File: src/rtl/handshake_pkg.sv
// rtl/handshake_pkg.sv - predicate codes and the 1-bit integer compare used by the cmpi pipeline
package handshake_pkg;

  typedef enum logic [3:0] {
    PRED_EQ  = 4'd0,
    PRED_NE  = 4'd1,
    PRED_SLT = 4'd2,
    PRED_SLE = 4'd3,
    PRED_SGT = 4'd4,
    PRED_SGE = 4'd5,
    PRED_ULT = 4'd6,
    PRED_ULE = 4'd7,
    PRED_UGT = 4'd8,
    PRED_UGE = 4'd9
  } cmpi_pred_e;

  localparam int CMPI_PRED_MAX    = 9;
  localparam int CMPI_WIDTH_MAX   = 64;
  localparam int CMPI_LATENCY_MAX = 4;

  function automatic logic pred_is_signed(input cmpi_pred_e pred);
    return (pred == PRED_SLT) || (pred == PRED_SLE) ||
           (pred == PRED_SGT) || (pred == PRED_SGE);
  endfunction

  // Operands arrive already widened to 64 bits: sign-extended for signed codes,
  // zero-extended otherwise, so eq/ne stay bitwise either way.
  function automatic logic cmpi_eval(input cmpi_pred_e pred,
                                     input logic [63:0] lhs_x,
                                     input logic [63:0] rhs_x);
    logic signed [63:0] lhs_s;
    logic signed [63:0] rhs_s;
    lhs_s = signed'(lhs_x);
    rhs_s = signed'(rhs_x);
    case (pred)
      PRED_EQ:  return lhs_x == rhs_x;
      PRED_NE:  return lhs_x != rhs_x;
      PRED_SLT: return lhs_s <  rhs_s;
      PRED_SLE: return lhs_s <= rhs_s;
      PRED_SGT: return lhs_s >  rhs_s;
      PRED_SGE: return lhs_s >= rhs_s;
      PRED_ULT: return lhs_x <  rhs_x;
      PRED_ULE: return lhs_x <= rhs_x;
      PRED_UGT: return lhs_x >  rhs_x;
      PRED_UGE: return lhs_x >= rhs_x;
      default:  return 1'b0;
    endcase
  endfunction

endpackage

File: src/rtl/elastic_stage.sv
// rtl/elastic_stage.sv - one-entry elastic register for a 1-bit payload with combinational ready
module elastic_stage (
  input  logic clk,
  input  logic rst,
  input  logic in_valid,
  input  logic in_data,
  output logic in_ready,
  output logic out_valid,
  output logic out_data,
  input  logic out_ready
);

  logic full_q;
  logic full_d;
  logic data_q;
  logic data_d;

  // Ready looks through to downstream so a full pipe still moves every cycle.
  assign in_ready  = ~full_q | out_ready;
  assign out_valid = full_q;
  assign out_data  = data_q;

  always_comb begin
    full_d = full_q;
    data_d = data_q;
    if (in_ready) begin
      full_d = in_valid;
      data_d = in_data;
    end
  end

  always_ff @(posedge clk or posedge rst) begin
    if (rst) begin
      full_q <= 1'b0;
      data_q <= 1'b0;
    end else begin
      full_q <= full_d;
      data_q <= data_d;
    end
  end

endmodule

File: src/rtl/join_type.sv
// rtl/join_type.sv - two-input valid/ready join; neither side is consumed alone
module join_type (
  input  logic a_valid,
  output logic a_ready,
  input  logic b_valid,
  output logic b_ready,
  output logic out_valid,
  input  logic out_ready
);

  assign out_valid = a_valid & b_valid;
  assign a_ready   = b_valid & out_ready;
  assign b_ready   = a_valid & out_ready;

endmodule

File: src/rtl/handshake_cmpi_pipe.sv
// rtl/handshake_cmpi_pipe.sv - joined-operand integer compare with a LATENCY-deep elastic result pipe
module handshake_cmpi_pipe
  import handshake_pkg::*;
#(
  parameter int DATA_TYPE = 32,
  parameter int PREDICATE = 2,
  parameter int LATENCY   = 1
) (
  input  logic                 clk,
  input  logic                 rst,
  input  logic [DATA_TYPE-1:0] lhs,
  input  logic                 lhs_valid,
  output logic                 lhs_ready,
  input  logic [DATA_TYPE-1:0] rhs,
  input  logic                 rhs_valid,
  output logic                 rhs_ready,
  output logic                 result,
  output logic                 result_valid,
  input  logic                 result_ready
);

  if (PREDICATE < 0 || PREDICATE > CMPI_PRED_MAX) begin : g_bad_predicate
    $error("handshake_cmpi_pipe: PREDICATE %0d outside 0..%0d", PREDICATE, CMPI_PRED_MAX);
  end
  if (LATENCY < 1 || LATENCY > CMPI_LATENCY_MAX) begin : g_bad_latency
    $error("handshake_cmpi_pipe: LATENCY %0d outside 1..%0d", LATENCY, CMPI_LATENCY_MAX);
  end
  if (DATA_TYPE < 1 || DATA_TYPE > CMPI_WIDTH_MAX) begin : g_bad_width
    $error("handshake_cmpi_pipe: DATA_TYPE %0d outside 1..%0d", DATA_TYPE, CMPI_WIDTH_MAX);
  end

  localparam logic [3:0] PRED_CODE = PREDICATE[3:0];
  localparam cmpi_pred_e PRED      = cmpi_pred_e'(PRED_CODE);

  logic [63:0] lhs_x;
  logic [63:0] rhs_x;
  logic        cmp;
  logic        join_valid;
  logic        stage0_ready;

  always_comb begin
    if (pred_is_signed(PRED)) begin
      lhs_x = 64'($signed(lhs));
      rhs_x = 64'($signed(rhs));
    end else begin
      lhs_x = 64'(lhs);
      rhs_x = 64'(rhs);
    end
    cmp = cmpi_eval(PRED, lhs_x, rhs_x);
  end

  join_type u_join (
    .a_valid   (lhs_valid),
    .a_ready   (lhs_ready),
    .b_valid   (rhs_valid),
    .b_ready   (rhs_ready),
    .out_valid (join_valid),
    .out_ready (stage0_ready)
  );

  // Per-stage scalars keep the ready chain free of self-referencing vectors.
  for (genvar k = 0; k < LATENCY; k++) begin : g_stage
    logic in_valid;
    logic in_data;
    logic in_ready;
    logic out_valid;
    logic out_data;
    logic out_ready;

    if (k == 0) begin : g_head
      assign in_valid = join_valid;
      assign in_data  = cmp;
    end else begin : g_link
      assign in_valid = g_stage[k-1].out_valid;
      assign in_data  = g_stage[k-1].out_data;
    end

    if (k == LATENCY - 1) begin : g_tail
      assign out_ready = result_ready;
    end else begin : g_mid
      assign out_ready = g_stage[k+1].in_ready;
    end

    elastic_stage u_stage (
      .clk       (clk),
      .rst       (rst),
      .in_valid  (in_valid),
      .in_data   (in_data),
      .in_ready  (in_ready),
      .out_valid (out_valid),
      .out_data  (out_data),
      .out_ready (out_ready)
    );
  end

  assign stage0_ready = g_stage[0].in_ready;
  assign result_valid = g_stage[LATENCY-1].out_valid;
  assign result       = g_stage[LATENCY-1].out_data;

endmodule
File: config.mk
export PLATFORM = sky130hd
export DESIGN_NAME = handshake_cmpi_pipe
export DESIGN_NICKNAME = d
export VERILOG_FILES = /design/src/rtl/handshake_pkg.sv /design/src/rtl/elastic_stage.sv /design/src/rtl/join_type.sv /design/src/rtl/handshake_cmpi_pipe.sv
export SDC_FILE = /design/constraint.sdc
export NUM_CORES = 1
export LEC_CHECK = 0
export BUFFER_PORTS_ARGS = -buffer_cell sky130_fd_sc_hd__buf_4
export CAP_MARGIN = 40
export CORE_MARGIN = 1.5
export CORE_UTILIZATION = 40
export DETAILED_ROUTE_END_ITERATION = 6
export GPL_TIMING_DRIVEN = 0
export PLACE_DENSITY = 0.82
export RECOVER_POWER = 50
export SYNTH_ARGS = -nofsm -noshare
export SYNTH_HDL_FRONTEND = slang
export SYNTH_SLANG_ARGS = --single-unit
File: constraint.sdc
create_clock -name clk -period 2 [get_ports clk]
set_input_delay 0.1 -clock clk [delete_from_list [all_inputs] [get_ports clk]]
set_output_delay 0.1 -clock clk [all_outputs]
set_load 0.005 [all_outputs]
# [After elaboration in Yosys (flattened, before gate mapping)]
# Index checks and enable logic that the tools add are counted.
[word_totals] reg_bits=2 in_bits=69
[classes] magnitude_cmp=1 bitwise=5
[ops] cell="$lt 32x32->1" count=1
[ops] cell="$and 1x1->1" count=3
[ops] cell="$not 1->1" count=1
[ops] cell="$or 1x1->1" count=1

# [Longest topological paths before layout]
# Gate-level depths: netlist (run 1).
[depth] depth_word=3 mapped_depth=8 depth_no_buf=8

# [Modules after synthesis]
# A second synthesis (run 1) with hierarchy kept.
[unflattened] cells_unflattened=117 area_unflattened_um2=898.4
[by_module_without_submodules] module="handshake_cmpi_pipe" instances=1 cells_each=108 area_per_inst_um2=789.5 seq_area_each_um2=0.0
[by_module_without_submodules] module="elastic_stage" instances=1 cells_each=6 area_per_inst_um2=90.1 seq_area_each_um2=50.0
[by_module_without_submodules] module="join_type" instances=1 cells_each=3 area_per_inst_um2=18.8 seq_area_each_um2=0.0

# [Worst setup path after synthesis (run 1)]
# No wires, ideal clock.
[synth_path] path_type="input to register" from="input rhs[30]" to="register g_stage[0].u_stage.data_q" setup_ns=0.127 t_arrival_ns=1.442 required_ns=1.873 path_slack_ns=0.430 path_stages=8 path_buffers=0 cell_sequence="inv_1 ha_1 a21oi_1 nand2_1 a221o_1 a211o_1 nor3b_1 nor3_2"
[synth_via] elab_chain_cells=1
[synth_lines] item="from (decl)" line="handshake_cmpi_pipe.sv:14" rtl="input logic [DATA_TYPE-1:0] rhs,"
[synth_lines] item="$lt 32x32->1" line="handshake_pkg.sv:38" rtl="PRED_SLT: return lhs_s < rhs_s;"
[synth_lines] item="to (signal assigned)" line="elastic_stage.sv:38" rtl="data_q <= data_d;"
[synth_lines] item="to (decl)" line="elastic_stage.sv:15" rtl="logic data_q;"
# No other way between the ends.
# A chain may end at the register's enable or synchronous reset.

# [Final worst setup path (run 1)]
[layout_path] from="input lhs[23]" to="register g_stage[0].u_stage.data_q"
[layout_via] elab_chain_cells=1
[layout_lines] item="from (decl)" line="handshake_cmpi_pipe.sv:11" rtl="input logic [DATA_TYPE-1:0] lhs,"
[layout_lines] item="$lt 32x32->1" line="handshake_pkg.sv:38"
# No other way between the ends.

==> results of run 1 <==
metrics by stage:
step                      setup slack, ns  instance area [sq um]   util  total power [mW]
after detailed placement            0.225                   1460  0.720             0.313
final                               0.463                   1490  0.736             0.404
after global routing                0.291                   1490  0.736             0.452
after floorplan                     0.430                    881      -             0.170
after global placement              0.220                   1460  0.720             0.302
after CTS                           0.456                   1490  0.736             0.412
metal layers:
| metal | vias to the layer above | wire length [um] |
|---|---|---|
| li1 | 578 | - |
| met1 | 461 | 888 |
| met2 | 49 | 1150 |
| met3 | 4 | 166 |
| met4 | 0 | 22 |
| met5 | - | 0 |
final timing paths:
kind,to,slack [ns]
worst max-delay path,g_stage[0].u_stage.out_data,0.46
worst min-delay path,g_stage[0].u_stage.out_valid,0.09
worst max register to register,g_stage[0].u_stage.out_data,0.98
worst min register to register,g_stage[0].u_stage.out_valid,0.63
max in group asynchronous,g_stage[0].u_stage.out_valid,1.61
min in group asynchronous,g_stage[0].u_stage.out_data,0.28
power groups by stage:
stage	Sequential (mW)	Clock (mW)	Combinational, mW
3_3_place_gp	0.0498	0	0.252
3_5_place_dp	0.0498	0	0.263
2_1_floorplan	0.0504	0	0.119
6_report	0.0492	0.0916	0.263
5_1_grt	0.0502	0.0990	0.302
4_1_cts	0.0494	0.0959	0.266
flip-flops by register name, summed over array words and instances, names as in the netlist:
name                       flops
g_stage.u_stage.out_data       1
g_stage.u_stage.out_valid      1
worst min-delay path, stage by stage:
cell                      delay (ns)
sky130_fd_sc_hd__buf_4          0.08
sky130_fd_sc_hd__nand2_1        0.04
sky130_fd_sc_hd__nand2_1        0.05
logic make-up after synthesis:
logic type,count (synthesis),synth area share
compound gates,28,0.190
fa+ha+maj,31,0.440
buf+inv,33,0.141
flops,2,0.0568
simple gates,29,0.172
cells in the mapped netlist (2+ instances only):
master / n
sky130_fd_sc_hd__a2111oi_0: 2
sky130_fd_sc_hd__a21o_1: 2
sky130_fd_sc_hd__a21oi_1: 14
sky130_fd_sc_hd__and2_1: 2
sky130_fd_sc_hd__dfrtp_1: 2
sky130_fd_sc_hd__ha_1: 31
sky130_fd_sc_hd__inv_1: 33
sky130_fd_sc_hd__nand2_1: 9
sky130_fd_sc_hd__nand2b_1: 2
sky130_fd_sc_hd__nand3_1: 3
sky130_fd_sc_hd__nand4_1: 6
sky130_fd_sc_hd__nor2_1: 3
sky130_fd_sc_hd__o21ai_0: 6
area by class of cell:
type	instances	area [sq um]
Tap cell	27	33.8
Multi-Input combinational cell	88	707
Inverter	33	124
Timing Repair Buffer	73	551
Sequential cell	2	50.0
Fill cell	153	534
Clock buffer	3	22.5
what timing repair did:
action,CTS,global route
buffers inserted,0,0
gates resized for setup,0,0
endpoints found under the hold margin,2,0
hold buffers,1,0
==> impl_metrics.toml, run 1 <==
[yosys]
synth_area_sq_um = 881
number_of_synthesized_register_bits = 2
synth.avg_cell_area_sq_um = 7.16
synth.top_cells.by_area = "sky130_fd_sc_hd__ha_1, sky130_fd_sc_hd__inv_1, sky130_fd_sc_hd__a21oi_1"
synth_seq_area_share = 0.0568
synth_cell_type_count = 21
ys_async_sr_fraction = 1.00
postSynthNetCount = 223
synthesized_netlist_cell_count = 123
synth-main-ff-cell = "sky130_fd_sc_hd__dfrtp_1"
synth_area_leader_cell = "sky130_fd_sc_hd__ha_1"
synth_edf_count = 0
synth_warnings = 0
synthDominantCellAreaShare = 0.440

[worst_hold_path]
hold-path-cell-count = 3
hold_class = "primary input to flop"
worst_hold_startpoint = "rhs_valid"

[sta]
finalSetupTns_ns = 0
relSlewSlack = 0.688
period_needed_ns = 1.54
worst_slew_pin_tran_ns = 0.456
timing.fmax_ghz = 0.651
timing.clock.skew_ns = 0.00238
holdWs_ns = 0.0855
max_transition_viols_final = 0
rsz0062_at_grt = "false"
final_hold_viol_count = 0
count_of_final_setup_violators = 0
timing.final.crit_share = 0.768

[worst_setup_path]
endpoint_kind = "flop"
worst_ep_required_time_ns = 2.10
crit_start = "lhs[23]"
worst_path_max_delay_cell = "sky130_fd_sc_hd__a221o_1"
critical_path_peak_fanout = 3
cp_data_arrival_time_ns = 1.64
worst_path_largest_cell_delay_ns = 0.32
worst_setup_path_start_kind = "primary input"
critical_path.n_buffers_inverters = 1
critical_setup_path_class = "primary input to flop"
beginning_of_the_worst_register_to_register_path = "g_stage[0].u_stage.out_valid"
cp_cell_sequence = "buf_4 > ha_1 > a21oi_1 > o21ai_0 > a221o_1 > a211o_1 > nor3b_1 > nor3_2"
critical_path_depth = 8
ff2ff_path_depth = 3
critical-path-top-delay-family = "compound AO/OA/AOI/OAI gates"

[global_routing]
global_route.overflow_total = 0
globalRouteTotalUtil = 0.210
grt_pass1_wl_um = 4160
grt_pass1_vias = 1119
busiest_metal_layer_after_global_routing = "met2"
antenna_found_initial = 0
global_route_met3_usage = 0.0545
grt_start_max_net_pins = 8
groute.layer.met2.usage = 0.396
global_route.usage.met1 = 0.227

[cells_and_area]
finish.net_count = 301
finalNonFillerCells = 226
mostFrequentLayoutCells = "sky130_fd_sc_hd__buf_4, sky130_fd_sc_hd__inv_1, sky130_fd_sc_hd__ha_1, sky130_fd_sc_hd__a21oi_1, sky130_fd_sc_hd__nand2_1"
final_common_cell = "sky130_fd_sc_hd__buf_4"
drive_gt1_frac = 0.382
n_antenna_cell = 0
syn_to_final_growth_pct = 68.9

[cts]
worst_skew_pair_latency_ns = 0.23
clk_pin_slew_worst_paths_ns = 0.03
max-clock-path-buffers = 2
clock-sinks = 2
cts-buffers-inserted = 3
clock_tree.root_cell = "sky130_fd_sc_hd__clkbuf_4"
tritoncts = "done"
ctsHtreeMaxLevel = 1

[drt]
route.detailed.vias_per_inst = 4.83
drt-total-wl_um = 2230
detail_route.drc_violations = 0
drt_first_pass_iters = 4
detailroute.via_count = 1092
first_iter_violations = 10
drt.antenna.violating_nets = 0
post_drt_wl_per_cell_um = 9.85

[floorplan]
core_area_sq_um = 2020
die-width_um = 49.9
ios = 73
core.rowCount = 16
die_area_sq_um = 2490
die_extent_in_y_um = 49.9
initial_utilization = 0.436

[pwr]
cellLeakagePower_nw = 0.906
p_sw_mw = 0.130
comb_power_share = 0.651
swShare = 0.322
p_int_mw = 0.274
power.sequential.fraction = 0.122
clockPowerShare = 0.227
power_density_nw_per_um2 = 271
peakVddDrop_mv = 0.297

[job]
drv_cap = 0

[run_status]
outcome = "finished, final reports clean"

[placement]
post-dp-hpwl_um = 2050
dp.cells = 222
numPortBuffers = 72
place_congestion = 0.691
Note: power is estimated with default switching activity, not from simulation.
==> inputs of run 2 (changes only) <==
--- a/config.mk
+++ b/config.mk
@@ -8,10 +8,10 @@
 export BUFFER_PORTS_ARGS = -buffer_cell sky130_fd_sc_hd__buf_4
 export CAP_MARGIN = 40
 export CORE_MARGIN = 1.5
-export CORE_UTILIZATION = 40
+export CORE_UTILIZATION = 35
 export DETAILED_ROUTE_END_ITERATION = 6
 export GPL_TIMING_DRIVEN = 0
-export PLACE_DENSITY = 0.82
+export PLACE_DENSITY = 0.76
 export RECOVER_POWER = 50
 export SYNTH_ARGS = -nofsm -noshare
 export SYNTH_HDL_FRONTEND = slang
==> constraint.sdc (replaced) <==
create_clock -name clk -period 1.4 [get_ports clk]
set_input_delay 0.07 -clock clk [delete_from_list [all_inputs] [get_ports clk]]
set_output_delay 0.07 -clock clk [all_outputs]
set_load 0.005 [all_outputs]
==> run 2 against run 1 <==
  * Via count grew 2.0%
  * Hold slack got worse by 0.037 ns
  * Total power rose by 57%
  * Sequential power grew 43%
  * Die area increased by 13%
  * Design area increased by 10%
  * Clock skew rose by 0.00070 ns
  * Highest routed layer is now met3
==> impl_metrics.toml, run 2 (synthesized netlist as in run 1, its figures left out) <==
[sta]
max_transition_viols_final = 0
finalSetupTns_ns = 0
count_of_final_setup_violators = 0
relSlewSlack = 0.713
timing.clock.skew_ns = 0.00308
final_hold_viol_count = 0
worst_slew_pin_tran_ns = 0.420
timing.fmax_ghz = 0.721
timing.final.crit_share = 0.991
post-route-worst-setup-slack_ns = 0.0128
period_needed_ns = 1.39
holdWs_ns = 0.0488
rsz0062_at_grt = "true"

[worst_setup_path]
critical_path_peak_fanout = 3
worst_path_max_delay_cell = "sky130_fd_sc_hd__a221o_1"
reg2reg_to = "g_stage[0].u_stage.out_data"
worst_ep_required_time_ns = 1.55
critical_path.endpoint = "g_stage[0].u_stage.out_data"
endpoint_kind = "flop"
critical_path.n_buffers_inverters = 2
worst_path_largest_cell_delay_ns = 0.32
cp_cell_sequence = "buf_4 > inv_2 > ha_4 > a21oi_1 > o21ai_1 > a221o_1 > a211o_1 > a31o_1 > nor3_2"
critical_setup_path_class = "primary input to flop"
ff2ff_path_depth = 4
reg2reg_setup_slack_ns = 0.42
critical_path_depth = 9
crit_start = "rhs[23]"
beginning_of_the_worst_register_to_register_path = "g_stage[0].u_stage.out_valid"
worst_setup_path_start_kind = "primary input"
critical-path-top-delay-family = "compound AO/OA/AOI/OAI gates"
cp_data_arrival_time_ns = 1.53

[drt]
wl_met2_um = 1450
met1_length_um = 883
detailroute.via_count = 1114
dr_wl_met3_um = 169
drt_first_pass_iters = 4
post_drt_wl_per_cell_um = 11.0
highest_layer = "met3"
detail_route.drc_violations = 0
route.detailed.vias_per_inst = 4.89
drt.antenna.violating_nets = 0
first_iter_violations = 7
drt-total-wl_um = 2500

[cells_and_area]
syn_to_final_growth_pct = 86.2
final_common_cell = "sky130_fd_sc_hd__buf_4"
fillers = 195
final_design_area_no_fill_sq_um = 1640
mostFrequentLayoutCells = "sky130_fd_sc_hd__buf_4, sky130_fd_sc_hd__inv_1, sky130_fd_sc_hd__ha_1, sky130_fd_sc_hd__a21oi_1, sky130_fd_sc_hd__ha_4"
drive_gt1_frac = 0.490
finish.net_count = 302
finalNonFillerCells = 228
final_util = 0.714
n_antenna_cell = 0

[floorplan]
core.rowCount = 17
ios = 73
die-width_um = 53.2
die_extent_in_y_um = 53.2
die_area_sq_um = 2830
core_area_sq_um = 2300
initial_utilization = 0.383

[placement]
numPortBuffers = 72
placement.setup.worst_slack_ns = -0.303
post-dp-hpwl_um = 2270
place_congestion = 0.772
dp.cells = 223
postPlaceCellArea_sq_um = 1600

[global_routing]
grt_start_max_net_pins = 8
antenna_found_initial = 0
global_route.overflow_total = 0
globalRouteTotalUtil = 0.196
grt_pass1_vias = 1109
grt_pass1_wl_um = 4150

[cts]
tritoncts = "done"
cts-buffers-inserted = 3
max-clock-path-buffers = 2
clock_tree.root_cell = "sky130_fd_sc_hd__clkbuf_4"
clock-sinks = 2
ctsHtreeMaxLevel = 1
worst_skew_pair_latency_ns = 0.23
post_cts.resized_instances = 0
clk_pin_slew_worst_paths_ns = 0.03

[worst_hold_path]
hold_class = "primary input to flop"

[pwr]
p_int_mw = 0.423
comb_power_share = 0.682
power_density_nw_per_um2 = 385
swShare = 0.331
total_power_mw = 0.632
clockPowerShare = 0.206
power.sequential.fraction = 0.111
cellLeakagePower_nw = 0.905
p_sw_mw = 0.209
peakVddDrop_mv = 0.446

[run_status]
outcome = "finished, final reports clean"

[job]
drv_cap = 0
==> run 2: cell count changes in the layout (fill, tap and decap cells not counted) <==
cell / before / now
sky130_fd_sc_hd__inv_4: 0 / 4
sky130_fd_sc_hd__ha_4: 0 / 10
sky130_fd_sc_hd__o21ai_0: 6 / 5
sky130_fd_sc_hd__a21oi_2: 0 / 1
sky130_fd_sc_hd__ha_1: 31 / 21
sky130_fd_sc_hd__nor3b_1: 1 / 0
sky130_fd_sc_hd__a21oi_1: 14 / 13
sky130_fd_sc_hd__buf_4: 70 / 72
sky130_fd_sc_hd__nor3b_2: 0 / 1
sky130_fd_sc_hd__inv_2: 0 / 5
sky130_fd_sc_hd__clkbuf_4: 5 / 4
sky130_fd_sc_hd__inv_1: 33 / 24
sky130_fd_sc_hd__o21ai_1: 0 / 1
==> run 2: cell type report <==
class	instances	area, sq um	share of cell area
tap	28	35.0	0.0214
timing repair buffer	74	558	0.340
multi-input combinational	88	841	0.513
clock buffer	3	22.5	0.0137
inverter	33	134	0.0816
sequential	2	50.0	0.0305
==> run 2: timing repair <==
item / 4_1_cts / 5_1_grt
endpoints found under the hold margin: 2 / 0
pin swaps: 4 / 0
setup buffers: 1 / 0
setup endpoints to repair: 1 / 1
hold buffers: 1 / 0
==> run 2: power by group through the flow <==
| stage | sequential [mW] | clock (mW) | combinational (mW) |
|---|---|---|---|
| 2_1_floorplan | 0.0721 | 0 | 0.204 |
| 3_3_place_gp | 0.0711 | 0 | 0.412 |
| 3_5_place_dp | 0.0711 | 0 | 0.430 |
| 4_1_cts | 0.0705 | 0.136 | 0.438 |
| 5_1_grt | 0.0722 | 0.148 | 0.486 |
| 6_report | 0.0703 | 0.130 | 0.431 |
==> run 2: worst register-to-register path, delay by kind of cell (launching register included) <==
kind / cells / cell delay [ns]
AOI/OAI and AO/OA: 1 / 0.19
DFF: 1 / 0.36
and+or+nand+nor: 3 / 0.34
==> run 2: routing by layer <==
metal,GRT usage,vias to the layer above
met2,0.421,43
met5,0,-
met3,0.0452,0
met1,0.181,490
met4,0.0385,0
li1,-,581
==> run 2: worst min path at each step <==
stage                   start                           end  slack, ns  cells after the start
finish              rhs_valid  g_stage[0].u_stage.out_valid       0.05                      3
global route        rhs_valid  g_stage[0].u_stage.out_valid       0.04                      3
CTS                 rhs_valid  g_stage[0].u_stage.out_valid       0.05                      3
detailed placement        rst  g_stage[0].u_stage.out_valid      -0.07                      2
global placement          rst  g_stage[0].u_stage.out_valid      -0.07                      2
floorplan                 rst   g_stage[0].u_stage.out_data      -0.19                      1
